===== src/rtl/cmp_pkg.sv =====
`default_nettype none
// ============================================================================
//  Module      : cmp_pkg
//  Description : Branch-compare condition codes, result type and the
//                condition evaluation function shared by the branch
//                compare pipeline.
//  Contents    : CMP_COND_W, CMP_EQ..CMP_GEU, cmp_res_t, cmp_eval()
//  Revision    : 1.0  initial release
// ============================================================================
package cmp_pkg;

    localparam int CMP_COND_W = 4;

    localparam logic [CMP_COND_W-1:0] CMP_EQ  = 4'd0;
    localparam logic [CMP_COND_W-1:0] CMP_NE  = 4'd1;
    localparam logic [CMP_COND_W-1:0] CMP_LEZ = 4'd2;
    localparam logic [CMP_COND_W-1:0] CMP_GTZ = 4'd3;
    localparam logic [CMP_COND_W-1:0] CMP_LTZ = 4'd4;
    localparam logic [CMP_COND_W-1:0] CMP_GEZ = 4'd5;
    localparam logic [CMP_COND_W-1:0] CMP_LT  = 4'd6;
    localparam logic [CMP_COND_W-1:0] CMP_GE  = 4'd7;
    localparam logic [CMP_COND_W-1:0] CMP_LTU = 4'd8;
    localparam logic [CMP_COND_W-1:0] CMP_GEU = 4'd9;

    typedef struct packed {
        logic illegal;
        logic taken;
    } cmp_res_t;

    // Operand width is a parameter of the instantiating module, so the
    // width-dependent primitives (equality, signed/unsigned less-than, sign
    // and zero of a) are formed at the call site at full operand width and
    // this function only selects among them.
    function automatic cmp_res_t cmp_eval(
        input logic                  eq,
        input logic                  lt_s,
        input logic                  lt_u,
        input logic                  a_neg,
        input logic                  a_zero,
        input logic [CMP_COND_W-1:0] cond
    );
        cmp_res_t res;
        res.illegal = 1'b0;
        res.taken   = 1'b0;
        case (cond)
            CMP_EQ  : res.taken = eq;
            CMP_NE  : res.taken = !eq;
            CMP_LEZ : res.taken = a_neg | a_zero;
            CMP_GTZ : res.taken = !a_neg & !a_zero;
            CMP_LTZ : res.taken = a_neg;
            CMP_GEZ : res.taken = !a_neg;
            CMP_LT  : res.taken = lt_s;
            CMP_GE  : res.taken = !lt_s;
            CMP_LTU : res.taken = lt_u;
            CMP_GEU : res.taken = !lt_u;
            default : res.illegal = 1'b1;
        endcase
        return res;
    endfunction

endpackage
`default_nettype wire


===== src/rtl/cmp_slot.sv =====
`default_nettype none
// ============================================================================
//  Module      : cmp_slot
//  Description : One elastic register slot of the branch compare pipeline,
//                holding {valid, taken, illegal}.
//  Ports       : clk, reset (async, active-high), flush (clears valid)
//                up_valid/up_ready/up_taken/up_illegal   - upstream side
//                dn_valid/dn_ready/dn_taken/dn_illegal   - downstream side
//  Revision    : 1.0  initial release
// ============================================================================
module cmp_slot (
    input  logic clk,
    input  logic reset,
    input  logic flush,
    input  logic up_valid,
    output logic up_ready,
    input  logic up_taken,
    input  logic up_illegal,
    output logic dn_valid,
    input  logic dn_ready,
    output logic dn_taken,
    output logic dn_illegal
);

    logic r_valid;
    logic r_taken;
    logic r_illegal;

    // Accept when empty or when the held entry leaves this same cycle, so a
    // full pipeline streams without bubbles.
    assign up_ready   = !r_valid | dn_ready;
    assign dn_valid   = r_valid;
    assign dn_taken   = r_taken;
    assign dn_illegal = r_illegal;

    always_ff @(posedge clk or posedge reset) begin
        if (reset) begin
            r_valid   <= 1'b0;
            r_taken   <= 1'b0;
            r_illegal <= 1'b0;
        end else begin
            if (flush) begin
                r_valid <= 1'b0;
            end else if (up_ready) begin
                r_valid <= up_valid;
            end
            // Payload only changes on a real load, so a stalled result
            // stays stable at the output.
            if (up_valid && up_ready && !flush) begin
                r_taken   <= up_taken;
                r_illegal <= up_illegal;
            end
        end
    end

endmodule
`default_nettype wire


===== src/rtl/branch_cmp_pipe.sv =====
`default_nettype none
// ============================================================================
//  Module      : branch_cmp_pipe
//  Description : Pipelined branch-condition unit. Evaluates one of ten
//                compare conditions on a/b, then carries {taken, illegal}
//                through STAGES elastic slots with valid/ready and flush.
//                Counts accepted illegal condition codes (saturating).
//  Ports       : clk, reset (async, active-high)
//                in_valid/in_ready, a, b, cond, flush      - request side
//                out_valid/out_ready, taken, illegal       - result side
//                ill_cnt                                   - debug counter
//  Revision    : 1.0  initial release
// ============================================================================
module branch_cmp_pipe
    import cmp_pkg::*;
#(
    parameter int WIDTH  = 32,
    parameter int STAGES = 1,
    parameter int CNT_W  = 8
) (
    input  logic                  clk,
    input  logic                  reset,
    input  logic                  in_valid,
    output logic                  in_ready,
    input  logic [WIDTH-1:0]      a,
    input  logic [WIDTH-1:0]      b,
    input  logic [CMP_COND_W-1:0] cond,
    input  logic                  flush,
    output logic                  out_valid,
    input  logic                  out_ready,
    output logic                  taken,
    output logic                  illegal,
    output logic [CNT_W-1:0]      ill_cnt
);

    localparam logic [CNT_W-1:0] c_CNT_MAX = {CNT_W{1'b1}};

    logic       w_eq;
    logic       w_lt_s;
    logic       w_lt_u;
    logic       w_a_neg;
    logic       w_a_zero;
    cmp_res_t   w_res;
    logic       w_in_valid;
    logic       w_accept;
    logic [CNT_W-1:0] r_ill_cnt;

    assign w_eq     = (a == b);
    assign w_lt_s   = ($signed(a) < $signed(b));
    assign w_lt_u   = (a < b);
    assign w_a_neg  = a[WIDTH-1];
    assign w_a_zero = (a == '0);
    assign w_res    = cmp_eval(w_eq, w_lt_s, w_lt_u, w_a_neg, w_a_zero, cond);

    // The request presented during a flush is dropped, never loaded.
    assign w_in_valid = in_valid & !flush;
    assign in_ready   = !flush & g_slot[0].w_up_ready;
    assign w_accept   = in_valid & in_ready;

    // Each slot keeps its own handshake nets; neighbours are linked by
    // name so the ready chain is a plain net-to-net path.
    for (genvar k = 0; k < STAGES; k++) begin : g_slot
        logic w_up_valid;
        logic w_up_ready;
        logic w_up_taken;
        logic w_up_illegal;
        logic w_dn_valid;
        logic w_dn_ready;
        logic w_dn_taken;
        logic w_dn_illegal;

        if (k == 0) begin : g_head
            assign w_up_valid   = w_in_valid;
            assign w_up_taken   = w_res.taken;
            assign w_up_illegal = w_res.illegal;
        end else begin : g_link
            assign w_up_valid   = g_slot[k-1].w_dn_valid;
            assign w_up_taken   = g_slot[k-1].w_dn_taken;
            assign w_up_illegal = g_slot[k-1].w_dn_illegal;
        end

        if (k == STAGES - 1) begin : g_tail
            assign w_dn_ready = out_ready;
        end else begin : g_mid
            assign w_dn_ready = g_slot[k+1].w_up_ready;
        end

        cmp_slot u_slot (
            .clk        (clk),
            .reset      (reset),
            .flush      (flush),
            .up_valid   (w_up_valid),
            .up_ready   (w_up_ready),
            .up_taken   (w_up_taken),
            .up_illegal (w_up_illegal),
            .dn_valid   (w_dn_valid),
            .dn_ready   (w_dn_ready),
            .dn_taken   (w_dn_taken),
            .dn_illegal (w_dn_illegal)
        );
    end

    assign out_valid = g_slot[STAGES-1].w_dn_valid;
    assign taken     = g_slot[STAGES-1].w_dn_taken;
    assign illegal   = g_slot[STAGES-1].w_dn_illegal;

    // Counted at accept time, so flushed illegal requests still count.
    always_ff @(posedge clk or posedge reset) begin
        if (reset) begin
            r_ill_cnt <= '0;
        end else if (w_accept && w_res.illegal && (r_ill_cnt != c_CNT_MAX)) begin
            r_ill_cnt <= r_ill_cnt + CNT_W'(1);
        end
    end

    assign ill_cnt = r_ill_cnt;

endmodule
`default_nettype wire


===== config.mk =====
export PLATFORM = sky130hd
export DESIGN_NAME = branch_cmp_pipe
export DESIGN_NICKNAME = d
export VERILOG_FILES = /design/src/rtl/cmp_pkg.sv /design/src/rtl/cmp_slot.sv /design/src/rtl/branch_cmp_pipe.sv
export SDC_FILE = /design/constraint.sdc
export NUM_CORES = 1
export LEC_CHECK = 0
export CAP_MARGIN = 20
export CORE_MARGIN = 2
export CORE_UTILIZATION = 40
export CTS_CLUSTER_SIZE = 28
export DETAILED_ROUTE_END_ITERATION = 10
export GPL_TIMING_DRIVEN = 1
export PLACE_DENSITY = 0.82
export SLEW_MARGIN = 5
export SYNTH_ARGS = -nofsm -noshare
export SYNTH_HDL_FRONTEND = slang
export SYNTH_SLANG_ARGS = --single-unit
export TNS_END_PERCENT = 10

===== constraint.sdc =====
create_clock -name clk -period 2.3 [get_ports clk]
set_clock_uncertainty 0.15 [all_clocks]
set_input_delay 0.46 -clock clk [delete_from_list [all_inputs] [get_ports clk]]
set_output_delay 0.46 -clock clk [all_outputs]
set_load 0.01 [all_outputs]

==> run summary, run 1 <==
Clock share of power -> 0.178
HP Start -> g_slot[0].u_slot.dn_illegal
Antenna violations before repair -> 0
Max-cap violation count -> 0
Synth cell types -> 38
Final Instance Area -> 3063 sq um
Switching portion of total power -> 0.3591
Buffers on Ports -> 84
Overflow left after global routing -> 0
Worst Reg-to-Reg Cells -> 7
R2R Setup Slk -> 0.42 ns
Sequential fraction of design power -> 0.255
Power Internal -> 691.1 uW
Placed Area -> 2609 sq um
GRT Util Overall -> 0.2993
First-pass GRT wire length -> 9.915 mm
Core Rows -> 22
Clock Pin Slew Worst Setup and Hold Paths -> 0.05 ns
Hpwl dp -> 4.023 mm
Metal1 wirelength -> 2.373 mm
Comb pwr share -> 0.568
Clk Latency, worst-skew pair -> 0.24 ns
Max clock buf depth -> 2
CP required -> 2.31 ns
Final Hold Viols -> 0
Core Footprint -> 3689 sq um
WL met2 -> 3.466 mm
Worst VDD drop -> 552.6 uV
Layout cells sized above 1 -> 0.5962
Final setup violation count -> 0
Vias/cell -> 5.395
Layout area overhead -> 96.78%
Min cycle time layout -> 2.259 ns
Synth top cells by count -> 34 x inv_1, 33 x ha_1, 16 x a21oi_1
Num CTS Buffers -> 3
Worst flop-to-flop path endpoint -> ill_cnt[3]
Syn nets -> 298
CP max FO -> 5
Leak -> 0.001410 uW
Switch Pwr -> 387.3 uW
Vias -> 1969
Slew Viols, Final -> 0
CTS tree -> built
Crit path DAT -> 2.27 ns
CP top delay family -> compound AO/OA/AOI/OAI gates
Die X -> 66.38 microns
RePlAce Congestion -> 0.8235
Yosys top cell area share -> 0.2653
Max incr delay on CP -> 0.35 ns
Die Area -> 4406 sq um
Highest Signal Layer -> met4
Detail Route Antenna Nets -> 0
Hold depth -> 2
Initial DRC Count -> 97
Levels on crit path -> 11
Layout fillers -> 222
Worst-margin pin slew -> 0.3948 ns
Vias in the first global route -> 2144
Fraction of registers with async set/reset -> 1.000
Buf/Inv on CP -> 3
Crit end category -> register
CTS H-tree depth -> 1
Critical path origin -> b[27]
WS Path Type -> primary input to register
Post-synth EDFFs -> 0
Nets -> 424
Register area share after synthesis -> 0.1768
Pre-antenna DRT Iters -> 4
Worst flop-to-flop path startpoint -> g_slot[0].u_slot.dn_valid
Diodes inserted -> 0
Worst Hold Class -> register to register
Post-Synthesis Cells -> 192
Routed wl met3 -> 433 microns
Relative slew slack -> 0.7344
Largest cells by area after synthesis -> ha_1 27%, dfrtp_1 18%, inv_1 8.2%
Post-Route WL -> 6.557 mm
Setup TNS -> 0 ns
Initial core utilization -> 0.4220
I/O pins -> 85
Yosys reg bits -> 11
Area of the multi-input gates -> 1658 sq um
Routed length per instance -> 17.96 microns
Clock Sinks -> 11
Reg area -> 275.3 sq um
Pwr Density -> 352.1 nW/um^2
Type of origin of the critical path -> primary input
Post-synthesis average cell area -> 8.107 sq um
Root buf cell -> clkbuf_8
Fmax -> 442.7 MHz
Slowest CP cell -> a211oi_4
Main synth FF type -> dfrtp_1
Die Ht -> 66.38 microns
Status -> finished clean
Fin util -> 0.8304
Top-count cell post-synth -> inv_1
Synth Warn # -> 0
Hold EP -> g_slot[0].u_slot.dn_illegal
Residual DRC -> 0
Dominant cell type by area after synthesis -> ha_1
Largest net degree at the start of global routing -> 12
Crit share post-route -> 0.9821
Synth Cell Area -> 1556 sq um
RSZ-0062 raised after global routing -> yes
Crit-path cells -> clkbuf_2 -> inv_2 -> ha_4 -> nand4_1 -> buf_4 -> nor2_2 -> a221o_1 -> a211oi_4 -> o2111ai_2 -> nor3b_2 -> a31oi_1
## worst max path at each step
stage,to,slack (ns)
3_5_place_dp,g_slot[0].u_slot.dn_taken,-0.66
4_1_cts,g_slot[0].u_slot.dn_taken,-0.03
2_1_floorplan,g_slot[0].u_slot.dn_taken,0.03
3_3_place_gp,g_slot[0].u_slot.dn_taken,-0.60
5_1_grt,g_slot[0].u_slot.dn_taken,-0.07
6_report,g_slot[0].u_slot.dn_taken,0.04
## power by group through the flow
stage | Combinational, uW | Clock [uW] | Sequential, uW
floorplan | 190 | 0 | 290
global placement | 480 | 0 | 277
detailed placement | 496 | 0 | 277
CTS | 554 | 193 | 274
global route | 664 | 204 | 282
finish | 612 | 192 | 275
## cell usage in the layout, fill, tap and decap left out, drive strengths merged, types with 7 or more instances in the layout
| master | instances |
|---|---|
| a21oi | 16 |
| buf | 50 |
| clkbuf | 52 |
| clkdlybuf4s50 | 19 |
| dfrtp | 11 |
| ha | 33 |
| inv | 34 |
| nand2 | 15 |
| nand4 | 13 |
| nor2 | 8 |
| nor4 | 10 |
| xnor2 | 7 |
## routing by layer
metal,global-route usage,up-vias
met1,0.3180,915
met2,0.5538,84
li1,-,944
met4,0.1429,0
met3,0.06303,26
met5,0,-
## repair_timing
item,CTS,global route
pin swaps,38,47
gates resized for setup,136,162
cloned,0,0
hold buffers,0,0
setup endpoints to repair,2,3
endpoints found under the hold margin,0,0
setup buffers,12,5
## metrics by stage
stage                     std cells  hold slack, ns  total power (uW)  setup WS (ns)
final                           365          0.3473              1078        0.04109
after global routing            365          0.3832              1149       -0.06681
after CTS                       360          0.3461              1020       -0.02723
after detailed placement        345          0.3302             772.3        -0.6595
after global placement          345          0.3236             757.0        -0.6039
after floorplan                 192          0.1624             480.1        0.03396
## state kept, by name, summed over array words and instances, names as in the netlist
signal	cells
g_slot.u_slot.dn_illegal	1
g_slot.u_slot.dn_taken	1
g_slot.u_slot.dn_valid	1
ill_cnt	8
## area by class of cell
type / count / share of cell area
sequential: 11 / 0.08987
inverter: 34 / 0.04412
tap: 48 / 0.01961
timing repair buffer: 122 / 0.2904
multi-input combinational: 146 / 0.5413
clock buffer: 4 / 0.01471
## logic make-up after synthesis
group	share of synthesized area
DFF	0.1768
buffers and inverters	0.09083
adders and majority gates	0.2653
AOI/OAI and AO/OA	0.1624
and+or+nand+nor	0.2412
xor gates and xnor gates	0.05627
muxes	0.007234
## worst min-delay path: stages (launching register included)
cell and delay, ns:
dfrtp_1 0.34, nand2_1 0.05, nand2_1 0.07
Power figures use the tool's default switching activity.
==> run 2, diff against run 1 <==
Settings changed: CORE_UTILIZATION 40 to 43, PLACE_DENSITY 0.82 to 0.88.
Clock period 2.3 ns to 2.9 ns, I/O delays scaled along.
==> run summary, run 2 (synthesized netlist as in run 1, its figures left out) <==
Most common cell after layout, fill and taps aside -> clkdlybuf4s50_1
Worst Hold Class -> register to register
Nets -> 396 (-6.6%)
Pwr Density -> 277.2 nW/um^2 (-21%)
Slowest CP cell -> clkdlybuf4s50_1
GRT Util Overall -> 0.2304 (-0.06886)
Buf/Inv on CP -> 2 (-1)
Hold EP -> ill_cnt[4]
Die Ht -> 64.17 microns (-3.3%)
CP top delay family -> compound AO/OA/AOI/OAI gates
Crit-path cells -> clkdlybuf4s50_1 -> inv_1 -> ha_1 -> a21oi_1 -> o21ai_0 -> a221o_1 -> a211oi_4 -> o2111ai_1 -> nor3b_2 -> a31oi_1
Relative slew slack -> 0.7227 (-0.01167)
Clock Sinks -> 11 (unchanged)
Diodes inserted -> 0 (unchanged)
Core Rows -> 21 (-4.5%)
First-pass GRT wire length -> 7.762 mm (-22%)
Post-CTS Setup Bufs -> 0 (-12)
Vias -> 1784 (-9.4%)
Final hold slack -> 0.3429 ns (-0.004381 ns)
Pre-antenna DRT Iters -> 4 (unchanged)
Vias in the first global route -> 1809 (-16%)
Most frequent cells in the layout -> 84 x clkdlybuf4s50_1, 34 x inv_1, 33 x ha_1
CP required -> 2.95 ns (+0.64 ns)
Setup TNS -> 0 ns (unchanged)
Placed Area -> 2516 sq um (-3.5%)
Worst VDD drop -> 401.5 uV (-27%)
Hpwl dp -> 4.001 mm (-0.54%)
Final setup violation count -> 0 (unchanged)
Slew Viols, Final -> 0 (unchanged)
Root buf cell -> clkbuf_4
Worst Reg-to-Reg Cells -> 7 (unchanged)
Layout cells sized above 1 -> 0.09689 (-0.4993)
Initial core utilization -> 0.4557 (+0.03370)
Clk Latency, worst-skew pair -> 0.27 ns (+0.03 ns)
Type of origin of the critical path -> primary input
Hold depth -> 1 (-1)
Worst flop-to-flop path endpoint -> ill_cnt[3]
Largest register FFs -> 8 (unchanged)
CP max FO -> 5 (unchanged)
Max incr delay on CP -> 0.46 ns (+0.11 ns)
Crit path DAT -> 2.81 ns (+0.54 ns)
Vias/cell -> 5.325 (-1.3%)
RePlAce Congestion -> 0.7700 (-6.5%)
Num CTS Buffers -> 3 (unchanged)
Initial DRC Count -> 47 (-52%)
CTS H-tree depth -> 1 (unchanged)
Layout area overhead -> 64.39%
Fmax -> 362.2 MHz
Worst-margin pin slew -> 0.4121 ns (+0.01734 ns)
Post-Route WL -> 4.732 mm (-28%)
Final Instance Area -> 2559 sq um (-16%)
Max-cap violation count -> 0 (unchanged)
Residual DRC -> 0 (unchanged)
Antenna violations before repair -> 0 (unchanged)
Largest net degree at the start of global routing -> 12 (unchanged)
Clock Pin Slew Worst Setup and Hold Paths -> 0.08 ns (+0.03 ns)
Detail Route Antenna Nets -> 0 (unchanged)
HP Start -> ill_cnt[4]
Worst flop-to-flop path startpoint -> g_slot[0].u_slot.dn_valid
Min cycle time layout -> 2.761 ns
Fin util -> 0.7491 (-0.08131)
Crit end category -> register
Die X -> 64.17 microns (-3.3%)
Status -> finished clean
R2R Setup Slk -> 0.87 ns (+0.45 ns)
Overflow left after global routing -> 0 (unchanged)
I/O pins -> 85 (unchanged)
Leak -> 0.001188 uW (-16%)
Core Footprint -> 3416 sq um (-7.4%)
Buffers on Ports -> 84 (unchanged)
Max clock buf depth -> 2 (unchanged)
CTS tree -> built
WS Path Type -> primary input to register
Layout fillers -> 272 (+23%)
Crit share post-route -> 0.9520
Final Hold Viols -> 0 (unchanged)
Routed length per instance -> 14.13 microns (-21%)
Die Area -> 4117 sq um (-6.6%)
run 2: cell count changes in the layout (fill, tap and decap cells not counted), moves of 4 or more:
cell             delta
clkdlybuf4s50_1    +65
ha_1               +28
buf_2               -4
ha_4               -28
buf_6              -10
inv_2              -25
inv_1              +28
clkbuf_2           -48
a21oi_1             +5
a21oi_2             -5
buf_4              -26
run 2: repair_timing:
action / 4_1_cts / 5_1_grt
hold buffers: 0 / 0
setup endpoints to repair: 0 / 1
gates resized for setup: 0 / 4
run 2: how the worst max path moves through the flow:
stage | from | endpoint | depth (start not counted)
3_5_place_dp | b[1] | g_slot[0].u_slot.dn_taken | 12
4_1_cts | b[1] | g_slot[0].u_slot.dn_taken | 12
5_1_grt | b[1] | g_slot[0].u_slot.dn_taken | 12
2_1_floorplan | b[30] | g_slot[0].u_slot.dn_taken | 9
3_3_place_gp | b[1] | g_slot[0].u_slot.dn_taken | 12
6_report | b[23] | g_slot[0].u_slot.dn_taken | 10
run 2: per-layer routing:
layer	up-vias	global-route usage	routed length, microns
li1	891	-	-
met1	832	0.2760	2036
met2	59	0.4375	2397
met3	2	0.03697	281
met4	0	0.03191	16
met5	-	0	0
run 2: power breakdown:
part / switching, uW / leakage (uW) / internal, uW
Sequential: 33.6 / 0.000143 / 185
Combinational: 154 / 0.00103 / 231
Clock: 52.7 / 0.0000150 / 53.3
run 2: layout make-up:
| cell class | instances | area [sq um] | share of cell area |
|---|---|---|---|
| multi-input cells | 146 | 1156 | 0.4518 |
| clock buffers | 4 | 26.28 | 0.01027 |
| inverters | 34 | 127.6 | 0.04988 |
| repair buffers | 94 | 915.9 | 0.3579 |
| well taps | 46 | 57.56 | 0.02249 |
| flip-flops and latches | 11 | 275.3 | 0.1076 |
run 2: through the flow:
step / total power (uW) / setup slack (ns) / std cells
global route: 761.5 / -0.02648 / 335
finish: 709.3 / 0.1392 / 335
CTS: 710.0 / 0.09236 / 335
global placement: 587.8 / -0.09464 / 331
detailed placement: 601.2 / -0.1753 / 331
floorplan: 380.7 / 0.5140 / 192
==> run 3, diff against run 2 <==
Settings changed: CTS_CLUSTER_SIZE 28 to not set, PLACE_DENSITY 0.88 to 0.89.
==> run summary, run 3 (synthesized netlist as in run 1, its figures left out) <==
Final setup violation count -> 0 (unchanged)
Crit path DAT -> 2.71 ns (-0.10 ns)
Slew Viols, Final -> 0 (unchanged)
GRT Util Overall -> 0.2293 (-0.001162)
Vias in the first global route -> 1694 (-6.4%)
Core Footprint -> 3416 sq um (unchanged)
Fmax -> 370.0 MHz (+2.2%)
Worst Hold Class -> register to register
Slowest CP cell -> clkdlybuf4s50_1
Die Ht -> 64.17 microns (unchanged)
Crit share post-route -> 0.9319 (-0.02005)
Routed length per instance -> 13.76 microns (-2.6%)
Layout fillers -> 266 (-2.2%)
Reg area -> 275.3 sq um (unchanged)
Post-CTS Hold Buffers -> 0 (unchanged)
Antenna violations before repair -> 0 (unchanged)
Pwr Density -> 279.5 nW/um^2 (+0.83%)
Core Rows -> 21 (unchanged)
CTS resizes -> 0 (unchanged)
RePlAce Congestion -> 0.8280 (+7.5%)
Relative slew slack -> 0.7183 (-0.004448)
Post-Route WL -> 4.541 mm (-4.0%)
Setup ws final -> 0.1974 ns (+0.05813 ns)
Post-CTS Setup Bufs -> 0 (unchanged)
Buffers on Ports -> 84 (unchanged)
Initial DRC Count -> 37 (-21%)
Die Area -> 4117 sq um (unchanged)
Nets -> 391 (-1.3%)
Worst-margin pin slew -> 0.4218 ns (+0.009659 ns)
Root buf cell -> clkbuf_4
Final hold slack -> 0.3512 ns (+0.008244 ns)
Dpl ws -> -0.1322 ns (+0.04306 ns)
CTS H-tree depth -> 1 (unchanged)
Min cycle time layout -> 2.703 ns (-0.05813 ns)
Overflow left after global routing -> 0 (unchanged)
Largest register FFs -> 8 (unchanged)
CP top delay family -> compound AO/OA/AOI/OAI gates
Most common cell after layout, fill and taps aside -> clkdlybuf4s50_1
Worst VDD drop -> 358.1 uV (-11%)
Most frequent cells in the layout -> 84 x clkdlybuf4s50_1, 34 x inv_1, 33 x ha_1
CTS tree -> built
Vias/cell -> 5.176 (-2.8%)
Buf/Inv on CP -> 1 (-1)
Clock Pin Slew Worst Setup and Hold Paths -> 0.07 ns (about the same)
Layout area overhead -> 61.58%
CP max FO -> 5 (unchanged)
Status -> finished clean
Pre-antenna DRT Iters -> 4 (unchanged)
Type of origin of the critical path -> primary input
Vias -> 1708 (-4.3%)
Max incr delay on CP -> 0.45 ns (about the same)
Crit end category -> register
First-pass GRT wire length -> 7.624 mm (-1.8%)
Diodes inserted -> 0 (unchanged)
Placed Cells -> 326 (-1.5%)
Leak -> 0.001157 uW (-2.6%)
Largest net degree at the start of global routing -> 12 (unchanged)
Residual DRC -> 0 (unchanged)
Max clock buf depth -> 2 (unchanged)
Fin util -> 0.7363 (-0.01282)
Layout cells sized above 1 -> 0.07394 (-0.02294)
Num CTS Buffers -> 3 (unchanged)
RSZ-0062 raised after global routing -> no
Final Hold Viols -> 0 (unchanged)
WS Path Type -> primary input to register
Cell mode on critical path -> a21oi_1
CP required -> 2.90 ns (-0.05 ns)
Hpwl dp -> 3.902 mm (-2.5%)
Area of the multi-input gates -> 1150 sq um (-0.54%)
Clk Latency, worst-skew pair -> 0.27 ns (about the same)
Clock Sinks -> 11 (unchanged)
Initial core utilization -> 0.4557 (unchanged)
Setup TNS -> 0 ns (unchanged)
Crit-path cells -> clkdlybuf4s50_1 -> ha_1 -> a21oi_1 -> o21ai_0 -> a221o_1 -> a211oi_4 -> a21oi_1 -> nor3b_1 -> a31oi_1
Max-cap violation count -> 0 (unchanged)
Finished Layout Cells -> 330 (-1.5%)
Detail Route Antenna Nets -> 0 (unchanged)
Die X -> 64.17 microns (unchanged)
I/O pins -> 85 (unchanged)
-- run 3: final timing paths --
path | startpoint | endpoint | slack, ns | cells past startpoint
setup / recovery | a[23] | g_slot[0].u_slot.dn_taken | 0.20 | 9
hold / removal | ill_cnt[6] | ill_cnt[6] | 0.35 | 1
setup reg to reg | g_slot[0].u_slot.dn_valid | ill_cnt[3] | 0.86 | 7
hold reg to reg | ill_cnt[6] | ill_cnt[6] | 0.35 | 1
max in group asynchronous | reset | ill_cnt[1] | 1.86 | 2
min in group asynchronous | reset | g_slot[0].u_slot.dn_taken | 0.44 | 2
-- run 3: area by class of cell --
type,instances,area share
inverters,34,0.05075
multi-input cells,146,0.4572
well taps,46,0.02289
repair buffers,89,0.3493
clock buffers,4,0.01045
flip-flops and latches,11,0.1095
-- run 3: routing by layer --
layer	share of wire	vias up	global-route usage	wire length, microns
li1	-	882	-	-
met1	0.43	771	0.2734	1958
met2	0.50	47	0.4219	2272
met3	0.055	8	0.04754	249
met4	0.013	0	0.04521	61
met5	0	-	0	0
-- run 3: where the power goes --
part           leakage, uW  internal, uW  switching [uW]
sequential        0.000143           185            32.8
clock            0.0000150          53.2            50.6
combinational     0.000999           227             155
-- run 3: worst reg2reg max path, stage by stage (launching register included) --
cell	delay (ns)
dfrtp_1	0.38
nor2b_1	0.15
nor2_1	0.19
nand4b_1	0.21
a31oi_2	0.37
and3_1	0.27
nand2_1	0.08
xnor2_1	0.13
-- run 3: metrics by stage --
| step | cell area (sq um) | total power, uW |
|---|---|---|
| 2_1_floorplan | 1556 | 380.7 |
| 3_3_place_gp | 2479 | 587.3 |
| 3_5_place_dp | 2479 | 602.0 |
| 4_1_cts | 2505 | 706.1 |
| 5_1_grt | 2515 | 759.9 |
| 6_report | 2515 | 703.0 |
